===== src/rtl/iob_fifo2axis.sv =====
// iob_fifo2axis: drains a 1-cycle-latency FIFO read port into an AXI-Stream master.
// A 2-entry register buffer absorbs the read latency. Reads are only issued when the
// buffer is guaranteed to have room for the returning word. tlast is generated from
// a programmable packet length.
module iob_fifo2axis #(
  parameter int DATA_W = 21,
  parameter int LEN_W  = 16
) (
  input  logic              clk_i,
  input  logic              arst_i,
  input  logic              cke_i,
  input  logic              rst_i,
  input  logic              en_i,
  input  logic [LEN_W-1:0]  len_i,
  output logic              fifo_read_o,
  input  logic              fifo_empty_i,
  input  logic [DATA_W-1:0] fifo_data_i,
  output logic [DATA_W-1:0] axis_tdata_o,
  output logic              axis_tvalid_o,
  input  logic              axis_tready_i,
  output logic              axis_tlast_o,
  output logic [LEN_W-1:0]  count_o,
  output logic              done_o
);

  localparam int DEPTH = 2;

  // Registered state and next-state values
  logic              inflight_q, inflight_d;
  logic [1:0]        occ_q, occ_d;
  logic [DATA_W-1:0] buf_q [DEPTH];
  logic [DATA_W-1:0] buf_d [DEPTH];
  logic [LEN_W-1:0]  cnt_q, cnt_d;
  logic [LEN_W-1:0]  len_q, len_d;
  logic              done_q, done_d;

  // Combinational helpers
  logic              pop;
  logic              last_hit;
  logic [2:0]        pending;
  logic [1:0]        wr_idx;

  assign axis_tvalid_o = (occ_q != 2'd0);
  assign axis_tdata_o  = buf_q[0];
  assign count_o       = cnt_q;
  assign done_o        = done_q;

  // Handshake, credit check and tlast decode
  always_comb begin
    pop      = axis_tvalid_o & axis_tready_i;
    // Words that will still occupy the buffer after this cycle: buffered plus
    // the one returning from the FIFO, minus the one leaving on the stream.
    pending  = {1'b0, occ_q} + {2'b00, inflight_q} - {2'b00, pop};
    last_hit = (len_q != '0) && (cnt_q == len_q - LEN_W'(1));
    axis_tlast_o = axis_tvalid_o & last_hit;
    fifo_read_o  = cke_i & en_i & ~fifo_empty_i & ~rst_i & ~arst_i & (pending < 3'd2);
    // Slot the returning word lands in once the head has (possibly) left
    wr_idx   = occ_q - {1'b0, pop};
  end

  // Next-state: buffer shift/fill, occupancy, packet counter, length latch, done
  always_comb begin
    inflight_d = inflight_q;
    occ_d      = occ_q;
    cnt_d      = cnt_q;
    len_d      = len_q;
    done_d     = 1'b0;
    for (int i = 0; i < DEPTH; i++) begin
      buf_d[i] = buf_q[i];
    end

    if (rst_i) begin
      // The word in flight is dropped: inflight is cleared and never pushed
      inflight_d = 1'b0;
      occ_d      = 2'd0;
      cnt_d      = '0;
      len_d      = '0;
      for (int i = 0; i < DEPTH; i++) begin
        buf_d[i] = '0;
      end
    end else begin
      inflight_d = fifo_read_o;
      if (pop) begin
        buf_d[0] = buf_q[1];
      end
      if (inflight_q) begin
        if (wr_idx == 2'd0) begin
          buf_d[0] = fifo_data_i;
        end else begin
          buf_d[1] = fifo_data_i;
        end
      end
      occ_d = occ_q + {1'b0, inflight_q} - {1'b0, pop};

      if (pop) begin
        cnt_d = axis_tlast_o ? '0 : cnt_q + LEN_W'(1);
      end
      // Length is only sampled between packets so a packet keeps its length
      if (cnt_q == '0) begin
        len_d = len_i;
      end
      done_d = pop & axis_tlast_o;
    end
  end

  // Control registers; cke_i low freezes everything
  always_ff @(posedge clk_i or posedge arst_i) begin
    if (arst_i) begin
      inflight_q <= 1'b0;
      occ_q      <= 2'd0;
      cnt_q      <= '0;
      len_q      <= '0;
      done_q     <= 1'b0;
    end else if (cke_i) begin
      inflight_q <= inflight_d;
      occ_q      <= occ_d;
      cnt_q      <= cnt_d;
      len_q      <= len_d;
      done_q     <= done_d;
    end
  end

  // One data register per buffer entry
  for (genvar gi = 0; gi < DEPTH; gi++) begin : g_buf
    // Buffer entry gi
    always_ff @(posedge clk_i or posedge arst_i) begin
      if (arst_i) begin
        buf_q[gi] <= '0;
      end else if (cke_i) begin
        buf_q[gi] <= buf_d[gi];
      end
    end
  end

endmodule


===== config.mk =====
export PLATFORM = sky130hd
export DESIGN_NAME = iob_fifo2axis
export DESIGN_NICKNAME = d
export VERILOG_FILES = /design/src/rtl/iob_fifo2axis.sv
export SDC_FILE = /design/constraint.sdc
export NUM_CORES = 1
export LEC_CHECK = 0
export CAP_MARGIN = 20
export CORE_AREA = 2 2 101 103
export CTS_CLUSTER_DIAMETER = 80
export DETAILED_ROUTE_END_ITERATION = 8
export DIE_AREA = 0 0 103 105
export PLACE_DENSITY = 0.87
export SLEW_MARGIN = 20
export SYNTH_ARGS = -nofsm -noshare
export SYNTH_HDL_FRONTEND = slang
export SYNTH_SLANG_ARGS = --single-unit

===== constraint.sdc =====
create_clock -name clk_i -period 5.9 [get_ports clk_i]
set_input_delay 1.77 -clock clk_i [delete_from_list [all_inputs] [get_ports clk_i]]
set_output_delay 1.77 -clock clk_i [all_outputs]
set_load 0.01 [all_outputs]

* Yosys cells after proc, flatten, opt, wreduce, memory -nomap -nowiden
Cells that the tools add are included.
** Cells by class
- Add/sub/neg operators :: 7
- Order comparisons :: 1
- Eq/ne operators :: 2
- Mux-type cells :: 13
- Bitwise gates (word level) :: 11
- Reduce and logical (&&, ||, !) cells :: 11
** Operators with widths (number)
- 42-bit 2-to-1 mux :: 2
- 16-bit 2-to-1 mux :: 5
- 21-bit 2-to-1 mux :: 3
- 16-bit by 1-bit adder with 16-bit output (second input constant) :: 1
- 16-bit == test :: 1
- 16-bit logical NOT :: 1
- 16-bit nonzero test :: 1
- 16-bit by 1-bit subtractor with 16-bit output (second input constant) :: 1
- 1-bit AND :: 8
- 2-bit nonzero test :: 4
- 2-bit AND reduction :: 2
- 2-bit by 1-bit subtractor with 2-bit output :: 2
- 2-bit by 1-bit adder with 3-bit output :: 1
- 3-bit by 2-bit < comparator with 1-bit output (second input constant) :: 1
- 1-bit inverter :: 3
- 3-bit AND reduction :: 1
- 3-bit by 1-bit subtractor with 3-bit output :: 1
- 2-bit by 1-bit adder with 2-bit output :: 1
- 2-bit logical NOT :: 1
- 1-bit 2-to-1 mux :: 2
- 2-bit 2-to-1 mux :: 1
- 2-bit != test (second input constant) :: 1
- 1-bit logical AND :: 1
** Storage, ports and cells
- Bits in registers :: 78
- Output and inout bits :: 41
- Word-level logic and storage cells :: 52

* Logic depth before layout (Yosys ltp)
- Depth in word-level cells :: 7
- Depth in mapped cells :: 13

* Least setup slack after synthesis
OpenSTA, ideal clock, no wires.
- Path type :: input to output
- Start point :: input axis_tready_i
- End point :: output fifo_read_o
- Arrival :: 4.184 ns
- Data required time :: 4.130 ns
- Setup slack :: -0.054 ns
- Cell stages on the path :: 9
- Buffers on the path :: 1
- Cell sequence :: nand2_1 > inv_1 > clkbuf_1 > ha_1 > inv_1 > ha_1 > fa_1 > or4b_2 > nor3_1
** Between the ends
- Longest elaborated chain between the ends :: 4
** RTL lines
- start, declared :: line 20 : input logic axis_tready_i,
- 1-bit AND :: line 50 : pop = axis_tvalid_o & axis_tready_i;
- 3-bit by 1-bit subtractor with 3-bit output :: line 53 : pending = {1'b0, occ_q} + {2'b00, inflight_q} - {2'b00, pop};
- 3-bit by 2-bit < comparator with 1-bit output :: line 56 : fifo_read_o = cke_i & en_i & ~fifo_empty_i & ~rst_i & ~arst_i & (pending < 3'd2);
- 1-bit AND :: line 56
- end, declared :: line 15 : output logic fifo_read_o,
Every way passes these cells.

* Final worst setup path
Same ends and word-level chain as after synthesis.

==> run_results.csv <==
group,metric,value,unit
run_status,status,"finished, final reports clean",
timing,rsz0062_at_grt,"no",
synthesis,synth.top_cell.area_share,42.7,%
worst_setup_path,cp_data_arrival_time,3.85,ns
layout,finish.net_count,649,
die,die-area,10800,um^2
timing,timing.clock.skew,0.00742,ns
timing,finalHoldWorstSlack,0.471,ns
synthesis,synth_seq_area_share,42.7,%
clocking,root_buffer,"clkbuf_8",
power,share_comb_of_total_power,38.5,%
global_route,grt_pass1_wl,20500,um
layout,final_cell_mix,"nand2_1, clkdlybuf4s50_1, dfrtp_1",
timing,fin_tns_setup,0,ns
die,initial_utilization,47.5,%
power,power-per-cell-area,296,nW/um^2
synthesis,ys_seq_elements,78,
worst_setup_path,reg2reg_depth,30,
detailed_routing,routed-via-count,4335,
timing,finalSetupViolCount,0,
power,internal_power,1.09,mW
die,core-area,9640,um^2
clocking,clk_pin_slew_worst_paths,0.08,ns
detailed_routing,avgViaCountPerCell,5.91,
placed_design,globalplace.congestion,0.857,
synthesis,unique_cell_type_count_in_the_yosys_netlist,51,
power,seq_power_share,38.0,%
global_route,grt_start_max_net_pins,49,
layout,fraction_of_final_layout_cells_sized_beyond_drive_strength_1,12.3,%
clocking,insertion_delay_of_the_later_clocked_pin_in_the_worst_skew_pair,0.36,ns
job,number_of_max_cap_violations,0,
die,floorplan.io_pins,85,
synthesis,synthCells,526,
detailed_routing,drt_pre_antenna_iters,4,
die,rows,36,
layout,finalCoreUtilization,59.9,%
die,floorplan.die.height,105,um
detailed_routing,wl_per_cell,17.4,um
clocking,clock-sinks,78,
timing,hold_violations,0,
clocking,clock_tree.buffer_depth,2,
timing,report.final.slew_viol_count,0,
min_path,hold_class,"reg -> reg",
timing,fmax,178,MHz
synthesis,synth-edff-count,0,
timing,slew_headroom,43.9,%
global_route,overflow,0,
clocking,post_cts_hold_buffer_count,0,
layout,insertedDiodeCount,0,
synthesis,synthesis.area_per_instance,8.70,um^2
timing,period_utilization_post_route,95.2,%
worst_setup_path,regToRegEndpoint,"count_o[2]$_DFFE_PP0P_",
clocking,cts-buffers-inserted,9,
power,power.switching,618,uW
layout,area.growth.synth_to_final,26.2,%
worst_setup_path,worst-setup-path-type,"in -> out",
min_path,holdCritStartpoint,"buf_q[10]$_DFFE_PP0P_",
die,dieWidth,103,um
global_route,global_route.usage.total,24.0,%
synthesis,post_synth_main_area_contributors,"dfrtp_1, nand2_1, a21oi_1",
detailed_routing,ant_nets,0,
power,clock_group_share_of_total_power,23.5,%
synthesis,warnings_from_yosys,0,
worst_setup_path,worst_r2r_startpoint,"occ_q[1]$_DFFE_PP0P_",
detailed_routing,count_of_routing_violations_after_the_opening_detailed_route_iteration,231,
power,p_leak,2.52,nW
worst_setup_path,critical_path_required,4.13,ns
placed_design,buffer_ports.inserted,84,
synthesis,main_synth_ff_type,"dfrtp_1",
detailed_routing,detail_route.drc_violations,0,
detailed_routing,final_wl,12800,um
worst_setup_path,crit_path_max_fanout,2,
worst_setup_path,worstSetupEndpointType,"output port",
synthesis,yosys.area.top_type,"dfrtp_1",
power,swShare,36.1,%
clocking,cts_tree,"built",
synthesis,syn-num-nets,578,
synthesis,synthArstFlopShare,100,%
clocking,cts-htree-levels,3,
min_path,hold_end,"buf_q[10]$_DFFE_PP0P_",
power,ir_worst_vdd,0.219,mV
timing,max_slew.worst_pin.slew,0.842,ns
placed_design,dp_hpwl,8130,um
synthesis,synth_cell_area,4580,um^2
layout,final_common_cell,"nand2_1",
global_route,number_of_antenna_violations_at_the_first_check_in_global_routing,0,
worst_setup_path,r2r_setup_slack,1.30,ns
worst_setup_path,startpoint_type,"input port",
timing,final.min_clock_period,5.62,ns
global_route,grt_pass1_vias,4219,
min_path,whs_path_cells,2,
## area by class of cell
cell class,count,area (um^2)
repair buffers,118,1090
inverters,14,53.8
clock inverters,4,48.8
flip-flops and latches,78,1950
fillers,831,3860
multi-input cells,376,2320
clock buffers,10,138
well taps,133,166
## cells by family after synthesis
| logic type | after synthesis | synth area share (%) |
|---|---|---|
| AO/OA/AOI/OAI | 131 | 20.2 |
| adder cells (fa/ha/maj) | 8 | 2.35 |
| XOR/XNOR | 24 | 4.59 |
| flip-flops | 78 | 42.7 |
| AND/OR/NAND/NOR | 212 | 22.1 |
| buffers and inverters | 73 | 8.09 |
## power by group through the flow
stage / Clock, mW / Sequential, mW / Combinational, mW
2_1_floorplan: 0 / 0.630 / 0.375
3_3_place_gp: 0 / 0.655 / 0.484
3_5_place_dp: 0 / 0.659 / 0.512
4_1_cts: 0.404 / 0.648 / 0.619
5_1_grt: 0.427 / 0.656 / 0.710
6_report: 0.401 / 0.651 / 0.659
## how the worst max path moves through the flow
stage	start	endpoint	slack, ns	depth (start not counted)
2_1_floorplan	axis_tready_i	fifo_read_o	0.03	9
3_3_place_gp	axis_tready_i	fifo_read_o	-0.55	10
3_5_place_dp	axis_tready_i	fifo_read_o	-0.62	10
4_1_cts	axis_tready_i	fifo_read_o	-0.05	10
5_1_grt	axis_tready_i	fifo_read_o	0.22	10
6_report	axis_tready_i	fifo_read_o	0.28	10
## layer usage
| layer | global-route usage (%) | up-vias | routed length, um |
|---|---|---|---|
| li1 | - | 1970 | - |
| met1 | 32.3 | 2142 | 5320 |
| met2 | 37.2 | 178 | 6210 |
| met3 | 4.21 | 45 | 729 |
| met4 | 11.2 | 0 | 490 |
| met5 | 0 | - | 0 |
## state kept, by name (all words and copies together) (netlist names)
| name | flops |
|---|---|
| inflight_q | 1 |
| buf_q | 21 |
| len_q | 16 |
| axis_tdata_o | 21 |
| done_o | 1 |
| count_o | 16 |
| occ_q | 2 |
## per-stage QoR
stage               setup WS (ns)  area (um^2)  std cells  total power, mW
global route                0.215         5770        733             1.79
floorplan                  0.0318         4580        526             1.01
detailed placement         -0.621         5330        692             1.17
CTS                       -0.0505         5730        732             1.67
global placement           -0.550         5330        692             1.14
finish                      0.282         5770        733             1.71
## synth_stat cells (4+ instances only)
cell type  instances
nand3_1           30
o21ai_0            8
a21oi_1           44
nor4_1             7
nand2_1          109
a211o_1            4
a22o_1            17
buf_4             21
clkbuf_1          32
or2_2              7
and3_1             6
xor2_1            12
dfrtp_1           78
xnor2_1           12
a211oi_1           8
nand4_1            7
o31ai_1            5
o2bb2ai_1         21
a21o_1            10
nand2b_1           6
nor3_1             7
ha_1               7
inv_1             14
nor2_1            15
## critical path, stage by stage
cell,delay (ns)
dlymetal6s2s_1,0.13
nand2_2,0.07
inv_2,0.06
ha_4,0.27
inv_1,0.04
ha_2,0.17
fa_1,0.49
or4b_4,0.54
nor3_4,0.14
buf_2,0.15
## repair_timing
| action | CTS | global route |
|---|---|---|
| setup endpoints to repair | 1 | 17 |
| pin swaps | 2 | 5 |
| setup buffers | 26 | 1 |
| resized for setup | 8 | 7 |
| gates cloned | 0 | 1 |
Power figures use the tool's default switching activity.
